===== config.mk =====
export PLATFORM = sky130hd
export DESIGN_NAME = ign_scheduler
export DESIGN_NICKNAME = d
export VERILOG_FILES = /design/src/rtl/efi_pkg.sv /design/src/rtl/ign_channel.sv /design/src/rtl/ign_scheduler.sv
export SDC_FILE = /design/constraint.sdc
export NUM_CORES = 1
export LEC_CHECK = 0
export CORE_UTILIZATION = 35
export DETAILED_ROUTE_END_ITERATION = 10
export PLACE_DENSITY_LB_ADDON = 0.08
export SYNTH_ARGS = -nofsm -noshare
export SYNTH_HDL_FRONTEND = slang
export SYNTH_SLANG_ARGS = --single-unit

===== constraint.sdc =====
create_clock -name clk -period 6.8 [get_ports clk]
set_input_delay 0.68 -clock clk [delete_from_list [all_inputs] [get_ports clk]]
set_output_delay 0.68 -clock clk [all_outputs]
set_load 0.01 [all_outputs]

===== src/rtl/efi_pkg.sv =====
// Shared constants and channel state encoding for the ignition scheduler.
// Latency: n/a (package only). Backpressure: n/a.
// Contents: default N_CH / ANGLE_W / ANGLE_MAX / MAX_DWELL_CYC and ch_state_t.
package efi_pkg;

  localparam int N_CH          = 4;
  localparam int ANGLE_W       = 12;
  localparam int ANGLE_MAX     = 2880;   // 720 deg at 0.25 deg/count
  localparam int MAX_DWELL_CYC = 20000;  // 10 ms at 2 MHz

  typedef enum logic [1:0] {
    CH_IDLE    = 2'd0,
    CH_DWELL   = 2'd1,
    CH_LOCKOUT = 2'd2
  } ch_state_t;

endpackage


===== src/rtl/ign_channel.sv =====
// One ignition channel: waits for its dwell angle, drives the coil, sparks at the latched fire angle.
// Latency: ign changes one clk after the qualifying angle_valid cycle. Backpressure: none.
// Ports: clk, rst (sync, active-high), synced, angle, angle_valid, dwell_angle/fire_angle (active
// config from the scheduler) -> ign (registered coil drive), fault (sticky dwell timeout).
// Optional macro IGN_DWELL_LIMIT_EN adds the dwell-time limit and LOCKOUT state.
module ign_channel #(
  parameter int ANGLE_W = efi_pkg::ANGLE_W
`ifdef IGN_DWELL_LIMIT_EN
  , parameter int MAX_DWELL_CYC = efi_pkg::MAX_DWELL_CYC
`endif
) (
  input  logic               clk,
  input  logic               rst,
  input  logic               synced,
  input  logic [ANGLE_W-1:0] angle,
  input  logic               angle_valid,
  input  logic [ANGLE_W-1:0] dwell_angle,
  input  logic [ANGLE_W-1:0] fire_angle,
  output logic               ign,
  output logic               fault
);
  import efi_pkg::*;

  ch_state_t          state_q, state_d;
  logic [ANGLE_W-1:0] fire_q, fire_d;
  logic               ign_q;
  logic               dwell_hit;
  logic               fire_hit;

  assign dwell_hit = angle_valid && (angle == dwell_angle);
  // Spark compares against the angle captured at dwell start, so a commit mid-dwell
  // cannot move the spark of the event already in progress.
  assign fire_hit  = angle_valid && (angle == fire_q);

`ifdef IGN_DWELL_LIMIT_EN
  localparam int CNT_W = $clog2(MAX_DWELL_CYC + 1);

  logic [CNT_W-1:0] cnt_q;
  logic             timeout;
  logic             wrap;
  logic             fault_q;

  // Counter holds the number of completed DWELL cycles; the MAX_DWELL_CYC-th DWELL
  // cycle is therefore the last one with the coil on.
  assign timeout = (cnt_q == CNT_W'(MAX_DWELL_CYC - 1));
  assign wrap    = angle_valid && (angle == '0);
`endif

  always_comb begin
    state_d = state_q;
    fire_d  = fire_q;
    if (!synced) begin
      state_d = CH_IDLE;
    end else begin
      case (state_q)
        CH_IDLE: begin
          // Equal dwell and fire angles mean the channel is disabled.
          if (dwell_hit && (dwell_angle != fire_angle)) begin
            state_d = CH_DWELL;
            fire_d  = fire_angle;
          end
        end
        CH_DWELL: begin
          if (fire_hit) begin
            state_d = CH_IDLE;
          end
`ifdef IGN_DWELL_LIMIT_EN
          else if (timeout) begin
            state_d = CH_LOCKOUT;
          end
`endif
        end
        CH_LOCKOUT: begin
`ifdef IGN_DWELL_LIMIT_EN
          if (wrap) begin
            state_d = CH_IDLE;
          end
`else
          state_d = CH_IDLE;
`endif
        end
        default: state_d = CH_IDLE;
      endcase
    end
  end

  always_ff @(posedge clk) begin
    if (rst) begin
      state_q <= CH_IDLE;
      fire_q  <= '0;
      ign_q   <= 1'b0;
    end else begin
      state_q <= state_d;
      fire_q  <= fire_d;
      ign_q   <= (state_d == CH_DWELL);
    end
  end

`ifdef IGN_DWELL_LIMIT_EN
  always_ff @(posedge clk) begin
    if (rst) begin
      cnt_q   <= '0;
      fault_q <= 1'b0;
    end else begin
      if (state_q != CH_DWELL) begin
        cnt_q <= '0;
      end else if (!timeout) begin
        cnt_q <= cnt_q + 1'b1;
      end
      if ((state_q == CH_DWELL) && (state_d == CH_LOCKOUT)) begin
        fault_q <= 1'b1;
      end
    end
  end

  assign fault = fault_q;
`else
  assign fault = 1'b0;
`endif

  assign ign = ign_q;

endmodule


===== src/rtl/ign_scheduler.sv =====
// Angle-based ignition scheduler: shadow/active angle config with wrap-aligned commit, N_CH channels.
// Latency: ign one clk after the matching angle_valid; commit applies at the next angle-0 update.
// Backpressure: none; cfg writes always accepted, commit stays pending until the wrap.
// Ports: clk, rst (sync, active-high), synced, angle, angle_valid, cfg_we, cfg_addr {ch,sel},
// cfg_data, cfg_commit -> ign[N_CH], fault[N_CH], commit_pending.
// Optional macro IGN_DWELL_LIMIT_EN enables the per-channel dwell timeout and fault flags.
module ign_scheduler #(
  parameter int N_CH          = efi_pkg::N_CH,
  parameter int ANGLE_W       = efi_pkg::ANGLE_W,
  parameter int ANGLE_MAX     = efi_pkg::ANGLE_MAX,
  parameter int MAX_DWELL_CYC = efi_pkg::MAX_DWELL_CYC
) (
  input  logic               clk,
  input  logic               rst,
  input  logic               synced,
  input  logic [ANGLE_W-1:0] angle,
  input  logic               angle_valid,
  input  logic               cfg_we,
  input  logic [2:0]         cfg_addr,
  input  logic [ANGLE_W-1:0] cfg_data,
  input  logic               cfg_commit,
  output logic [N_CH-1:0]    ign,
  output logic [N_CH-1:0]    fault,
  output logic               commit_pending
);
  import efi_pkg::*;

  // Elaboration-time sanity checks on the configuration.
  if (N_CH < 1 || N_CH > 4) begin : g_bad_nch
    $error("ign_scheduler: N_CH must be 1..4 (cfg_addr carries a 2-bit channel)");
  end
  if (ANGLE_MAX > (1 << ANGLE_W)) begin : g_bad_angle
    $error("ign_scheduler: ANGLE_MAX does not fit in ANGLE_W bits");
  end
  if (MAX_DWELL_CYC < 1) begin : g_bad_dwell
    $error("ign_scheduler: MAX_DWELL_CYC must be at least 1");
  end

  logic [ANGLE_W-1:0] dwell_sh  [N_CH];
  logic [ANGLE_W-1:0] fire_sh   [N_CH];
  logic [ANGLE_W-1:0] dwell_act [N_CH];
  logic [ANGLE_W-1:0] fire_act  [N_CH];
  logic               pending_q;
  logic               wrap;

  assign wrap = angle_valid && (angle == '0);

  always_ff @(posedge clk) begin
    if (rst) begin
      for (int c = 0; c < N_CH; c++) begin
        dwell_sh[c]  <= '0;
        fire_sh[c]   <= '0;
        dwell_act[c] <= '0;
        fire_act[c]  <= '0;
      end
      pending_q <= 1'b0;
    end else begin
      for (int c = 0; c < N_CH; c++) begin
        if (cfg_we && (cfg_addr[2:1] == 2'(c))) begin
          if (cfg_addr[0]) fire_sh[c]  <= cfg_data;
          else             dwell_sh[c] <= cfg_data;
        end
      end
      // A commit landing on the wrap cycle itself is deferred to the following wrap,
      // so software never races the copy.
      if (cfg_commit) begin
        pending_q <= 1'b1;
      end else if (wrap && pending_q) begin
        pending_q <= 1'b0;
        for (int c = 0; c < N_CH; c++) begin
          dwell_act[c] <= dwell_sh[c];
          fire_act[c]  <= fire_sh[c];
        end
      end
    end
  end

  assign commit_pending = pending_q;

  for (genvar g = 0; g < N_CH; g++) begin : g_ch
    ign_channel #(
      .ANGLE_W       (ANGLE_W)
`ifdef IGN_DWELL_LIMIT_EN
      , .MAX_DWELL_CYC (MAX_DWELL_CYC)
`endif
    ) u_ch (
      .clk         (clk),
      .rst         (rst),
      .synced      (synced),
      .angle       (angle),
      .angle_valid (angle_valid),
      .dwell_angle (dwell_act[g]),
      .fire_angle  (fire_act[g]),
      .ign         (ign[g]),
      .fault       (fault[g])
    );
  end

endmodule

==> flow_summary.json, run 1 <==
{
  "hold_path_class": "flip-flop to flip-flop",
  "drcViolationCount": 0,
  "n_antenna_cell": 0,
  "antenna_found_initial": 1,
  "pwr_density_cell_nw_per_um2": 269,
  "cp.arrival_ns": 3.60,
  "slew_violations": 0,
  "yosys_warnings": 0,
  "coreArea_um2": 32500,
  "run_status": "finished, final reports clean",
  "synth_top_family_by_area": "simple AND/OR/NAND/NOR gates",
  "placed_area_um2": 12200,
  "hp-start": "g_ch[0].u_ch.fire_q[11]",
  "cp.required_ns": 6.97,
  "drive_above_1_share": 0.0801,
  "netlist_instances": 924,
  "wl_per_cell_um": 21.9,
  "hold-worst-slack_ns": 0.484,
  "clk-insertion-delay-late_ns": 0.55,
  "synthAdderAreaFrac": 0,
  "die_h_um": 183,
  "synthXorXnorAreaFrac": 0.110,
  "routed.top_layer": "met4",
  "drtAntennaViolNets": 0,
  "crit_start": "angle[10]",
  "fin_skew_ns": 0.0108,
  "max_freq_mhz": 292,
  "first_iter_violations": 627,
  "drv_cap": 0,
  "drt-pass1-iter-count": 4,
  "reg2regPathDepth": 5,
  "grt_max_degree": 97,
  "io_buffers": 37,
  "vias_per_cell": 4.88,
  "cts.repair.resized": 0,
  "hold_depth": 2,
  "final_area_um2": 13200,
  "wirelength_mm": 30.8,
  "clockBufferDepth": 3,
  "dp_hpwl_mm": 20.7,
  "grt_pass1_wl_mm": 45.5,
  "initial_utilization": 0.355,
  "fin_crit_ns": 3.43,
  "postCtsSetupRepairBufs": 0,
  "htree_levels": 1,
  "syn_area_per_cell_um2": 12.5,
  "p_leak_nw": 4.58,
  "vias": 6847,
  "gr-total-overflow": 0,
  "die-area_um2": 33600,
  "rsz0062_at_grt": "no",
  "first_global_vias": 6642,
  "ys_seq_elements": 253,
  "timing.rr.start": "dwell_act[3][8]",
  "clockRootBuffer": "clkbuf_16",
  "finalCritPeriodShare": 0.504,
  "r2r_slack_ns": 4.21,
  "crit_type": "input port to flip-flop",
  "cts_tree": "built",
  "synth-compound-area-share": 0.0683,
  "crit_path_end_kind": "flip-flop",
  "hold_buffers": 0,
  "clkSinkCount": 253,
  "clk_pin_slew_ns": 0.06,
  "final_util": 0.405,
  "hold_end": "g_ch[0].u_ch.fire_q[11]",
  "hold_viol_final": 0,
  "num_io_pins": 42,
  "wl_met3_mm": 1.18,
  "route.met2.wl_mm": 13.2,
  "relSlewSlack": 0.165,
  "setup_viol": 0,
  "finish.net_count": 970,
  "critPathLaunchType": "input port",
  "vdd_drop_max_mv": 0.159,
  "r2r_end": "g_ch[3].u_ch.state_q[0]",
  "routedLengthMet1_mm": 15.9,
  "worstPathMaxFanout": 54,
  "fill_cells": 3084,
  "place_congestion": 0.796,
  "worstMarginPinSlew_ns": 1.25,
  "syn2layout_area_growth_pct": 14.4,
  "row_count": 66,
  "setup-tns-final_ns": 0,
  "syn_area_um2": 11500,
  "muxShareOfSynthArea": 0,
  "cts_buffers": 30,
  "grt_usage": 0.185,
  "layout_common_cells": "and2_1 (192), edfxtp_1 (192), xor2_1 (99)",
  "dieWidth_um": 183,
  "synth_cell_types": 35,
  "synth_simple_gate_area_share": 0.179,
  "ys_seq_area_frac": 0.607
}
per-layer routing:
layer	up-vias	global-route usage
li1	3343	-
met1	3314	0.285
met2	155	0.276
met3	35	0.0220
met4	0	0.0383
met5	-	0
where the power goes:
part           leakage [nW]  internal [mW]  switching [mW]  total (mW)
registers              2.41           1.72          0.0364        1.76
clock network         0.508          0.966           0.641        1.61
logic                  1.66         0.0591           0.115       0.174
total                  4.58           2.75           0.793        3.54
cell families (layout without fill, tap and decap cells):
logic type / Yosys count / count (layout)
AOI/OAI and AO/OA: 116 / 116
xor gates and xnor gates: 144 / 144
buffers and inverters: 76 / 106
DFF: 253 / 253
other: 1 / 8
and+or+nand+nor: 334 / 334
final cells by class:
type                    count  area (um^2)  area share
inverters                   4         15.0     0.00114
clock buffers              44          910      0.0691
flip-flops and latches    253         6990       0.531
well taps                 442          553      0.0420
clock inverters            12         95.1     0.00723
repair buffers             46          433      0.0329
multi-input cells         602         4170       0.317
Yosys cell counts, drive strengths merged:
cell type / instances / share of area
and2: 192 / 0.10
edfxtp: 192 / 0.50
xor2: 99 / 0.075
dfxtp: 61 / 0.11
nand4: 59 / 0.032
a21oi: 56 / 0.024
o31ai: 48 / 0.036
xnor2: 45 / 0.034
clkbuf: 40 / 0.013
buf: 32 / 0.021
nor4: 25 / 0.014
nand3: 12 / 0.0052
nor2: 9 / 0.0029
nor3: 9 / 0.0043
o21bai: 7 / 0.0046
nand2: 6 / 0.0020
nand2b: 6 / 0.0033
nor4b: 5 / 0.0043
and3: 4 / 0.0022
inv: 4 / 0.0013
and4: 3 / 0.0023
o311ai: 3 / 0.0023
a21o: 1 / 0.00065
a31o: 1 / 0.00076
conb: 1 / 0.00033
nor2b: 1 / 0.00054
or2: 1 / 0.00054
or3: 1 / 0.00054
or4b: 1 / 0.0012
registers in the layout, indices dropped and copies added, names as in the netlist:
signal and count:
dwell_act 48, fire_act 48, g_ch.u_ch.fire_q 48, dwell_sh 48, fire_sh 48, commit_pending 1, g_ch.u_ch.ign 4, g_ch.u_ch.state_q 8
metrics by stage:
stage / instances / setup slack [ns] / total power, mW
after global routing: 1403 / 3.19 / 3.66
after CTS: 1403 / 3.37 / 3.58
after global placement: 1347 / 2.80 / 1.97
final: 1403 / 3.37 / 3.54
after detailed placement: 1347 / 2.81 / 1.97
after floorplan: 931 / 0.436 / 1.88
worst max path at each step:
stage / to / cells after the start / slack [ns]
2_1_floorplan: dwell_act[0][0] / 4 / 0.44
3_3_place_gp: fire_act[2][11] / 6 / 2.80
3_5_place_dp: dwell_act[2][4] / 6 / 2.81
4_1_cts: dwell_act[2][3] / 6 / 3.37
5_1_grt: dwell_act[2][1] / 6 / 3.19
6_report: fire_act[2][10] / 6 / 3.37
worst max-delay path, cell delays in order:
cell	delay (ns)
clkdlybuf4s50_1	0.73
nor4b_1	0.41
nand4_1	0.30
o21bai_4	0.21
buf_4	0.48
buf_4	0.67
Note: power is estimated with default switching activity, not from simulation.
==> run 2, diff against run 1 <==
==> constraint.sdc (replaced) <==
create_clock -name clk -period 2.77 [get_ports clk]
set_input_delay 0.277 -clock clk [delete_from_list [all_inputs] [get_ports clk]]
set_output_delay 0.277 -clock clk [all_outputs]
set_load 0.01 [all_outputs]
==> run 2 against run 1 <==
  * Die area unchanged
  * Worst setup slack worse by 2.9 ns
  * Final cell count is 2.5% higher
  * Highest routed layer unchanged
  * Sequential power increased by 140%
  * Utilization grew 1.0 points
  * Non-clock buffer count is 40 higher
==> flow_summary.json, run 2 (synthesis gave the netlist of run 1 again) <==
{
  "run_status": "finished, final reports clean",
  "hold_depth": 3,
  "seqPwrFrac": 0.505,
  "layout_common_cells": "and2_1 (192), edfxtp_1 (192), xor2_1 (99)",
  "drt-pass1-iter-count": 4,
  "p_comb_frac": 0.056,
  "p_leak_nw": 4.74,
  "htree_levels": 1,
  "syn2layout_area_growth_pct": 17.2,
  "gr-total-overflow": 0,
  "clkSinkCount": 253,
  "relSlewSlack": 0.538,
  "power_mw": 8.55,
  "crit_start": "dwell_act[1][1]",
  "worstMarginPinSlew_ns": 0.693,
  "postCtsSetupRepairBufs": 0,
  "timing.rr.start": "dwell_act[1][1]",
  "drv_cap": 0,
  "clk_pin_slew_ns": 0.06,
  "busiest_layer": "met1",
  "vias": 6942,
  "n_antenna_cell": 0,
  "vdd_drop_max_mv": 0.412,
  "io_buffers": 37,
  "cts_buffers": 28,
  "max_freq_mhz": 443,
  "coreArea_um2": 32500,
  "grt_pass1_wl_mm": 45.7,
  "worstPathMaxFanout": 13,
  "cp_cell_sequence": "xor2_1 > nor4b_1 > and4_1 > nand2_1 > a21oi_1",
  "swShare": 0.219,
  "grt_use_met2": 0.261,
  "finalCritPeriodShare": 0.815,
  "slew_violations": 0,
  "grt_util_met3": 0.0224,
  "vias_per_cell": 4.83,
  "grt_max_degree": 97,
  "grt_usage": 0.184,
  "cts.repair.resized": 0,
  "cp.arrival_ns": 2.72,
  "hold_buffers": 0,
  "row_count": 66,
  "fin_crit_ns": 2.26,
  "place_congestion": 0.796,
  "wl_per_cell_um": 21.1,
  "reg2regPathDepth": 5,
  "dp_hpwl_mm": 21.4,
  "clk-insertion-delay-late_ns": 0.54,
  "pwr_density_cell_nw_per_um2": 634,
  "crit_type": "flip-flop to flip-flop",
  "die-area_um2": 33600,
  "critPathLaunchType": "flip-flop",
  "place_ws_ns": 0.0251,
  "drtAntennaViolNets": 0,
  "crit_end": "g_ch[1].u_ch.ign",
  "num_io_pins": 42,
  "slowest_stage": "and4_1",
  "clock_power_share": 0.439,
  "r2r_end": "g_ch[1].u_ch.ign",
  "fin_skew_ns": 0.00802,
  "crit_path_end_kind": "flip-flop",
  "setup_viol": 0,
  "r2r_slack_ns": 0.51,
  "cts_tree": "built",
  "first_global_vias": 6802,
  "first_iter_violations": 551,
  "finish.net_count": 1008,
  "finalWorstSetupSlack_ns": 0.512,
  "hold_viol_final": 0,
  "clockRootBuffer": "clkbuf_16",
  "grtUsageMet1": 0.293,
  "initial_utilization": 0.355,
  "p_int_mw": 6.68,
  "drcViolationCount": 0,
  "power.switching_mw": 1.87,
  "drive_above_1_share": 0.109,
  "antenna_found_initial": 0,
  "hold_path_class": "input port to flip-flop",
  "rsz0062_at_grt": "no",
  "dieWidth_um": 183,
  "cpPeakStageDelay_ns": 0.62,
  "wirelength_mm": 30.4,
  "clockBufferDepth": 3,
  "cp.required_ns": 3.23,
  "die_h_um": 183
}
## run 2: cell types whose count changed in the layout (fill, tap and decap cells not counted), moves of 2 or more
cell,delta
clkbuf_16,-4
buf_12,+8
clkbuf_8,-4
o21bai_1,+2
clkinvlp_2,+2
o21bai_2,-2
clkinv_1,+4
buf_4,+32
clkbuf_2,-2
bufinv_16,+3
## run 2: area by class of cell
| cell class | instances | area, um^2 |
|---|---|---|
| Fill cell | 3049 | 19000 |
| Multi-Input combinational cell | 602 | 4170 |
| Clock buffer | 33 | 741 |
| Inverter | 4 | 15.0 |
| Timing Repair Buffer | 86 | 833 |
| Clock inverter | 18 | 186 |
| Sequential cell | 253 | 6990 |
| Tap cell | 442 | 553 |
## run 2: metrics by stage
stage          utilization  hold WS [ns]  std cells  TNS, ns  cell area (um^2)
4_1_cts              0.416         0.292       1438        0             13500
5_1_grt              0.416         0.350       1438        0             13500
3_5_place_dp         0.387         0.474       1387        0             12600
3_3_place_gp         0.387         0.469       1387  -0.0318             12600
2_1_floorplan            -         0.394        931    -3.19             11600
6_report             0.416         0.320       1438        0             13500
## run 2: how the worst min path moves through the flow
stage,to,slack [ns],startpoint
after floorplan,commit_pending,0.39,cfg_commit
after global placement,g_ch[2].u_ch.fire_q[7],0.47,g_ch[2].u_ch.fire_q[7]
after detailed placement,g_ch[0].u_ch.fire_q[11],0.47,g_ch[0].u_ch.fire_q[11]
after CTS,commit_pending,0.29,rst
after global routing,g_ch[1].u_ch.fire_q[6],0.35,rst
final,commit_pending,0.32,rst
## run 2: critical path: cells and delay by family (launching register included)
kind,cells,cell delay (ns)
flip-flops,1,0.50
AND/OR/NAND/NOR,3,1.31
AO/OA/AOI/OAI,1,0.18
XOR/XNOR,1,0.18
## run 2: routing by layer
| layer | wire [um] | vias to the layer above | part of all wire |
|---|---|---|---|
| li1 | - | 3417 | - |
| met1 | 16200 | 3325 | 0.53 |
| met2 | 12400 | 154 | 0.41 |
| met3 | 1140 | 46 | 0.037 |
| met4 | 606 | 0 | 0.020 |
| met5 | 0 | - | 0 |
## run 2: power by group through the flow
stage	Clock (mW)	Combinational, mW	Sequential, mW
global route	3.97	0.523	4.33
finish	3.75	0.483	4.31
CTS	3.85	0.493	4.31
detailed placement	0	0.491	4.39
global placement	0	0.490	4.40
floorplan	0	0.270	4.35
